`config.mk`:
```
export PLATFORM = sky130hd
export DESIGN_NAME = mem_copy_engine_flat
export DESIGN_NICKNAME = d
export VERILOG_FILES = /design/src/rtl/mem_copy_engine_if.sv /design/src/rtl/mem_copy_engine.sv /design/src/flat_wrapper.sv
export SDC_FILE = /design/constraint.sdc
export NUM_CORES = 1
export LEC_CHECK = 0
export ABC_CLOCK_PERIOD_IN_PS = 2700
export CAP_MARGIN = 20
export CORE_ASPECT_RATIO = 0.7
export CORE_UTILIZATION = 45
export CTS_BUF_LIST = sky130_fd_sc_hd__clkbuf_2
export CTS_CLUSTER_DIAMETER = 120
export CTS_CLUSTER_SIZE = 30
export DETAILED_ROUTE_END_ITERATION = 16
export PLACE_DENSITY = 0.92
export SLEW_MARGIN = 40
export SYNTH_ARGS = -nofsm -noshare
export SYNTH_HDL_FRONTEND = slang
export SYNTH_SLANG_ARGS = --single-unit
export TNS_END_PERCENT = 10
```
`constraint.sdc`:
```
create_clock -name clk -period 2.7 [get_ports clk]
set_clock_uncertainty 0.05 [all_clocks]
set_input_delay 0.81 -clock clk [delete_from_list [all_inputs] [get_ports clk]]
set_output_delay 0.81 -clock clk [all_outputs]
set_load 0.05 [all_outputs]
```
`src/rtl/mem_copy_engine_if.sv`:
```
// Memory-side bus of the copy engine: read/write ports of a 1-cycle registered-read dual-port RAM.
interface mem_copy_engine_if #(
  parameter int DATA_W = 64,
  parameter int ADDR_W = 10
);
  logic              rd;
  logic [ADDR_W-1:0] read_adr;
  logic              wr;
  logic [ADDR_W-1:0] write_adr;
  logic [DATA_W-1:0] wdata;
  logic [DATA_W-1:0] rdata;

  modport master (output rd, read_adr, wr, write_adr, wdata, input rdata);
  modport slave  (input rd, read_adr, wr, write_adr, wdata, output rdata);
endinterface

```
`src/rtl/mem_copy_engine.sv`:
```
// Block copy engine: streams len words src->dst one per cycle through a registered-read RAM,
// accumulating an XOR checksum of every word written.
module mem_copy_engine #(
  parameter int DATA_W = 64,
  parameter int ADDR_W = 10
) (
  input  logic                clk,
  input  logic                rst_n,
  input  logic                start,
  input  logic                abort,
  input  logic [ADDR_W-1:0]   src_adr,
  input  logic [ADDR_W-1:0]   dst_adr,
  input  logic [ADDR_W:0]     len,
  output logic                busy,
  output logic                done,
  output logic [ADDR_W:0]     words_done,
  output logic [DATA_W-1:0]   checksum,
  mem_copy_engine_if.master   mem
);

  typedef enum logic [1:0] {IDLE, RUN, DRAIN, DONE} state_t;

  localparam logic [ADDR_W-1:0] ADR_ONE = ADR_ONE_VAL();
  localparam logic [ADDR_W:0]   CNT_ONE = CNT_ONE_VAL();

  function automatic logic [ADDR_W-1:0] ADR_ONE_VAL();
    logic [ADDR_W-1:0] v;
    v = '0;
    v[0] = 1'b1;
    return v;
  endfunction

  function automatic logic [ADDR_W:0] CNT_ONE_VAL();
    logic [ADDR_W:0] v;
    v = '0;
    v[0] = 1'b1;
    return v;
  endfunction

  state_t            state;
  logic              rd_q;
  logic [ADDR_W-1:0] rd_adr;
  logic [ADDR_W:0]   rd_cnt;
  logic [ADDR_W:0]   len_q;
  logic              wr_q;
  logic [ADDR_W-1:0] wr_adr;
  logic [ADDR_W-1:0] wr_ptr;
  logic              rd_fire;

  // Abort must suppress the read in the very cycle it is raised, so the read strobe
  // is the only output that is not purely registered. rd_q is only ever set in RUN.
  assign rd_fire = rd_q & ~abort;

  assign mem.rd        = rd_fire;
  assign mem.read_adr  = rd_adr;
  assign mem.wr        = wr_q;
  assign mem.write_adr = wr_adr;
  assign mem.wdata     = wr_q ? mem.rdata : '0;

  // NOTE: sequential state uses non-blocking (<=) so every register samples pre-edge values.
  always_ff @(posedge clk or negedge rst_n) begin
    if (!rst_n) begin
      state      <= IDLE;
      busy       <= 1'b0;
      done       <= 1'b0;
      rd_q       <= 1'b0;
      rd_adr     <= '0;
      rd_cnt     <= '0;
      len_q      <= '0;
      wr_q       <= 1'b0;
      wr_adr     <= '0;
      wr_ptr     <= '0;
      words_done <= '0;
      checksum   <= '0;
    end else begin
      done <= 1'b0;

      // Write side trails the read side by exactly one cycle.
      wr_q <= rd_fire;
      if (rd_fire) begin
        wr_adr <= wr_ptr;
        wr_ptr <= wr_ptr + ADR_ONE;
      end
      if (wr_q) begin
        words_done <= words_done + CNT_ONE;
        checksum   <= checksum ^ mem.rdata;
      end

      case (state)
        IDLE: begin
          if (start) begin
            rd_adr     <= src_adr;
            wr_ptr     <= dst_adr;
            len_q      <= len;
            words_done <= '0;
            checksum   <= '0;
            if (len == '0) begin
              state <= DONE;
              done  <= 1'b1;
            end else begin
              state  <= RUN;
              busy   <= 1'b1;
              rd_q   <= 1'b1;
              rd_cnt <= CNT_ONE;
            end
          end
        end
        RUN: begin
          if (abort || rd_cnt == len_q) begin
            rd_q  <= 1'b0;
            state <= DRAIN;
          end else begin
            rd_adr <= rd_adr + ADR_ONE;
            rd_cnt <= rd_cnt + CNT_ONE;
          end
        end
        DRAIN: begin
          state <= DONE;
          busy  <= 1'b0;
          done  <= 1'b1;
        end
        DONE: state <= IDLE;
        default: state <= IDLE;
      endcase
    end
  end

endmodule

```
`src/flat_wrapper.sv`:
```
// flat-port wrapper written by rule: the top's interface ports become plain ports
module mem_copy_engine_flat 
#(
  parameter int DATA_W = 64,
  parameter int ADDR_W = 10
)
  (clk, rst_n, start, abort, src_adr, dst_adr, len, busy, done, words_done, checksum, mem_rd, mem_read_adr, mem_wr, mem_write_adr, mem_wdata, mem_rdata);
  mem_copy_engine_if #(.DATA_W(DATA_W), .ADDR_W(ADDR_W)) mem_i ();
  input  logic clk;
  input  logic rst_n;
  input  logic start;
  input  logic abort;
  input  logic [ADDR_W-1:0] src_adr;
  input  logic [ADDR_W-1:0] dst_adr;
  input  logic [ADDR_W:0] len;
  output logic busy;
  output logic done;
  output logic [ADDR_W:0] words_done;
  output logic [DATA_W-1:0] checksum;
  output wire logic [$bits(mem_i.rd)-1:0] mem_rd;
  output wire logic [$bits(mem_i.read_adr)-1:0] mem_read_adr;
  output wire logic [$bits(mem_i.wr)-1:0] mem_wr;
  output wire logic [$bits(mem_i.write_adr)-1:0] mem_write_adr;
  output wire logic [$bits(mem_i.wdata)-1:0] mem_wdata;
  input wire logic [$bits(mem_i.rdata)-1:0] mem_rdata;
  assign mem_rd = mem_i.rd;
  assign mem_read_adr = mem_i.read_adr;
  assign mem_wr = mem_i.wr;
  assign mem_write_adr = mem_i.write_adr;
  assign mem_wdata = mem_i.wdata;
  assign mem_i.rdata = mem_rdata;
  mem_copy_engine #(.DATA_W(DATA_W), .ADDR_W(ADDR_W)) u_core (.clk(clk), .rst_n(rst_n), .start(start), .abort(abort), .src_adr(src_adr), .dst_adr(dst_adr), .len(len), .busy(busy), .done(done), .words_done(words_done), .checksum(checksum), .mem(mem_i));
endmodule
```
Word level (Yosys, flattened, before mapping)
Index checks and enable logic that the tools add are counted.

cells by class
  equal/unequal tests = 8
  reduce and logical (&&, ||, !) cells = 11
  bitwise logic cells = 3
  add/sub/neg operators = 4
  muxes and demuxes = 29

operators by type and width
  operator                                                count
  2-to-1 mux 64 bit                                       4
  2-to-1 mux 11 bit                                       6
  XOR 64 bit                                              1
  2-to-1 mux 10 bit                                       5
  adder 11 x 1 -> 11 bit (second input constant)          2
  one-hot mux 11 bit (2 select lines)                     1
  adder 10 x 1 -> 10 bit (second input constant)          2
  one-hot mux 10 bit (2 select lines)                     1
  == test 11 bit                                          1
  logical NOT 11 bit                                      1
  one-hot mux 2 bit (4 select lines)                      1
  AND reduction 4 bit                                     2
  2-to-1 mux 2 bit                                        3
  inequality test 2 bit (second input constant)           3
  one-hot mux 1 bit (2 select lines)                      3
  AND reduction 3 bit                                     2
  2-to-1 mux 1 bit                                        5
  == test 2 bit (second input constant)                   2
  AND reduction 2 bit                                     2
  nonzero test 2 bit                                      2
  == test 2 x 1 -> 1 bit (second input constant)          1
  logical NOT 2 bit                                       1
  inequality test 2 x 1 -> 1 bit (second input constant)  1
  bitwise AND 1 bit                                       1
  other kinds (2)                                         2

word-level totals
  flip-flop bits (word level) = 133
  bits of input ports = 99
  word-level logic and storage cells = 67
  output and inout bits = 163

Longest topological paths before layout
  depth in word-level cells = 5
  mapped depth = 9
  mapped depth without buffers = 7

Worst setup path after synthesis
Ideal clock, no wire load.

  path kind = input to output
  start point = input port abort
  end point = output port mem_rd
  path buffers = 1
  cell stages on the path = 3
  data required time = 1.840 ns
  arrival time = 1.793 ns
  path slack = 0.047 ns
  path through = nand2b_1 -> inv_1 -> buf_1

between the ends
  cells in the longest elaborated chain, start to end = 2

ends and longest elaborated chain
  element             RTL line               source
  start: declaration  flat_wrapper.sv:12     input logic abort;
  NOT 1 bit           mem_copy_engine.sv:52  assign rd_fire = rd_q & ~abort;
  bitwise AND 1 bit   mem_copy_engine.sv:52
  end: declaration    flat_wrapper.sv:20     output wire logic [$bits(mem_i.rd)-1:0] mem_rd;

Every way passes these cells.

Worst setup path after layout
  start point = register u_core.wr_q (netlist: u_core.mem.wr)
  end point = output port mem_wdata[33]

between the ends
  cells in the longest elaborated chain, start to end = 1

ends and longest elaborated chain
  element                   RTL line               source
  start: declaration        mem_copy_engine.sv:45  logic wr_q;
  start signal: assignment  mem_copy_engine.sv:79  wr_q <= rd_fire;
  2-to-1 mux 64 bit         mem_copy_engine.sv:58  assign mem.wdata = wr_q ? mem.rdata : '0;
  end: declaration          flat_wrapper.sv:24     output wire logic [$bits(mem_i.wdata)-1:0] mem_wdata;

Every way passes these cells.

==> flow_summary.toml <==
[synthesis]
post-synth-top-area-cell = "sky130_fd_sc_hd__dfrtp_1"
yosysSeqAreaShare_pct = 51.8
synth-edff-count = 0
syn_area_mm2 = 0.00643
post_synth_inst_count = 666
proportion_of_netlist_area_held_by_the_largest_area_contributor_pct = 51.8
synth.ff_latch_count = 133
synthArstFlopShare_pct = 100
ys_types = 50
yosys_warnings = 0
post_synth_main_area_contributors = "sky130_fd_sc_hd__dfrtp_1 52%, sky130_fd_sc_hd__xnor2_1 9.3%, sky130_fd_sc_hd__and2_1 6.6%"
dominantRegCellSynth = "sky130_fd_sc_hd__dfrtp_1"
syn-num-nets = 772
post_synth.cell_area_avg_um2 = 9.65

[global_routing]
largest_net_degree_at_the_start_of_global_routing = 73
grt_use_total_pct = 28.2
first_global_vias = 6091
grt.overflow.total = 0
wire_length_of_the_first_global_routing_pass_um = 31500
antenna_found_initial = 1

[die]
initial_util_pct = 46.2
fp_rows = 36
die-width_um = 145
floorplan.die.height_um = 102
fp.dieArea_mm2 = 0.0148
total_core_area_mm2 = 0.0139
boundaryPins = 262

[detailed_routing]
highest_layer = "met4"
detail_route.first_pass.iterations = 5
vias = 6048
route.met2.wl_um = 10000
detail_route.vias_per_cell = 5.23
route.detailed.wl_per_inst_um = 18.3
met3WireLength_um = 1700
route.final.wire_length_um = 21100
antenna_left = 0
drt_drc_violations_left = 0
dr.first_iter.drc_count = 549
route.layer.met1.wl_um = 8990

[sta]
fin_setup_tns_ns = 0
report.final.setup_viol = 0
finalHoldViolCount = 0
maxSlewHeadroom_pct = 61.7
fin_crit_ns = 2.67
rsz_0062_raised_after_global_routing = "yes"
finalMaxSlewViolations = 0
tightest_slew_ns = 0.569
highest_clock_frequency_the_design_can_meet_mhz = 375
min_period_over_period_pct = 98.9

[power_and_ir_drop]
p_comb_share_pct = 62.1
power.internal_uw = 5920
power.ir.vdd_worst_uv = 881
static-leakage-power_uw = 0.00482
power_density_mw_per_mm2 = 1190
switchingPower_uw = 6510
pwr-share-seq_pct = 28.8
switching_share_pct = 52.4
total_power_uw = 12400
power.share.clock_pct = 9.0

[cts]
cts_htree_levels = 4
cts_root_buf = "sky130_fd_sc_hd__clkbuf_2"
cts_buffers = 17
tritoncts_clock_tree = "built"
tritoncts_num_sinks = 133
ctsLongestPathBuffers = 2
clock_insertion_delay_worst_skew_ns = 0.65
clkTransAtPathRegs_ns = 0.22

[critical_path]
worstSetupPathType = "register to output pin"
critPathRequiredTime_ns = 1.84
timing.critical_path.fanout_max = 17
timing.critical_path.to_type = "output pin"
critical_path_arrival_ns = 1.81
cp-start-kind = "register"

[layout]
layout_common_cells = "132 x sky130_fd_sc_hd__dfrtp_1, 97 x sky130_fd_sc_hd__nand2_1, 97 x sky130_fd_sc_hd__clkdlybuf4s50_1"
insertedDiodeCount = 0
mostFrequentLayoutCell = "sky130_fd_sc_hd__dfrtp_1"
end_of_flow_core_utilization_pct = 74.9
drive_above_1_share_pct = 20.0
nets = 1059
synthToLayoutAreaGrowth_pct = 62.1

[outcome]
status = "completed"

[hold_path]
hold_class = "primary input to async pin"

[place]
portbufs = 261
finalWeightedCongestion = 0.969
detailed_place_hpwl_um = 15000

[job]
max_cap_viol_count = 0
## area by class of cell
cell class | count | area, um^2
tap | 190 | 238
multi-input combinational | 491 | 3050
timing repair buffer | 300 | 3550
clock inverter | 15 | 131
sequential | 133 | 3330
clock buffer | 17 | 85.1
fill | 946 | 3500
inverter | 10 | 37.5
## Yosys cell counts, types with 3 or more instances
library cell	number
sky130_fd_sc_hd__a31oi_1	7
sky130_fd_sc_hd__nand2_1	97
sky130_fd_sc_hd__xnor2_1	68
sky130_fd_sc_hd__o31ai_1	4
sky130_fd_sc_hd__nand3_1	13
sky130_fd_sc_hd__o41ai_1	3
sky130_fd_sc_hd__nor4_1	7
sky130_fd_sc_hd__nor2_1	92
sky130_fd_sc_hd__nor3_1	8
sky130_fd_sc_hd__o22a_1	6
sky130_fd_sc_hd__and2_1	68
sky130_fd_sc_hd__ha_1	7
sky130_fd_sc_hd__dfrtp_1	133
sky130_fd_sc_hd__a21oi_1	14
sky130_fd_sc_hd__xor2_1	24
sky130_fd_sc_hd__o21ai_0	17
sky130_fd_sc_hd__nand4_1	8
sky130_fd_sc_hd__inv_1	9
sky130_fd_sc_hd__nand2b_1	3
sky130_fd_sc_hd__or3_1	5
sky130_fd_sc_hd__clkbuf_1	25
sky130_fd_sc_hd__and3_1	7
sky130_fd_sc_hd__mux2i_1	4
## cells by family after synthesis
| kind of cell | count (synthesis) | synth area share (%) |
|---|---|---|
| simple gates | 318 | 23.5 |
| flops | 133 | 51.8 |
| xor+xnor | 92 | 12.5 |
| compound gates | 70 | 7.38 |
| buf+inv | 42 | 2.82 |
| fa+ha+maj | 7 | 1.36 |
| mux | 4 | 0.623 |
## flip-flops by register name, indices dropped and copies added (netlist names), 2 cells and up
name	flops
u_core.mem.write_adr	10
u_core.state	2
u_core.checksum	64
u_core.rd_cnt	11
u_core.len_q	11
u_core.wr_ptr	10
u_core.words_done	11
u_core.mem.read_adr	10
## metrics by stage
step / area (um^2) / setup slack (ns) / hold slack [ns] / std cells
6_report: 10400 / 0.0305 / 0.440 / 1156
4_1_cts: 10200 / -0.0774 / 0.375 / 1149
3_5_place_dp: 10100 / -0.171 / 0.412 / 1116
2_1_floorplan: 6430 / 0.0465 / 0.409 / 666
5_1_grt: 10400 / -0.0752 / 0.342 / 1156
3_3_place_gp: 10100 / -0.123 / 0.407 / 1116
## layer usage
metal,global-route usage (%),vias to the layer above
met4,8.26,0
li1,-,2790
met1,35.6,2940
met5,0,-
met2,46.5,280
met3,9.00,38
## worst max-delay path, stage by stage, from the launching register on
cell,delay [ns]
sky130_fd_sc_hd__dfrtp_2,0.46
sky130_fd_sc_hd__buf_12,0.15
sky130_fd_sc_hd__buf_12,0.15
sky130_fd_sc_hd__and2_2,0.23
sky130_fd_sc_hd__buf_12,0.16
## power groups by stage
stage / clock (uW) / combinational, uW / sequential [uW]
floorplan: 0 / 2650 / 5740
global placement: 0 / 7700 / 3590
detailed placement: 0 / 7880 / 3620
CTS: 1150 / 7470 / 3580
global route: 1230 / 8170 / 3700
finish: 1120 / 7720 / 3580
## path summary, 6_finish.rpt
kind / depth (start not counted) / startpoint / endpoint / slack (ns)
max: 4 / u_core.mem.wr / mem_wdata[33] / 0.03
min: 2 / rst_n / u_core.len_q[0] / 0.44
max reg2reg: 8 / u_core.state[1] / u_core.mem.read_adr[8] / 0.34
min reg2reg: 2 / u_core.mem.write_adr[4] / u_core.mem.write_adr[4] / 0.44
max in group asynchronous: 3 / rst_n / u_core.checksum[35] / 1.53
min in group clk: 2 / u_core.mem.write_adr[4] / u_core.mem.write_adr[4] / 0.44
## what timing repair did
| action | in CTS | in global routing |
|---|---|---|
| endpoints found under the setup margin | 158 | 62 |
| endpoints found under the hold margin | 8 | 0 |
| gates resized for setup | 112 | 60 |
| cloned | 0 | 4 |
| hold buffers | 1 | 0 |
| pin swaps | 0 | 0 |
| buffers inserted | 0 | 3 |
(Power assumes the default switching activity.)
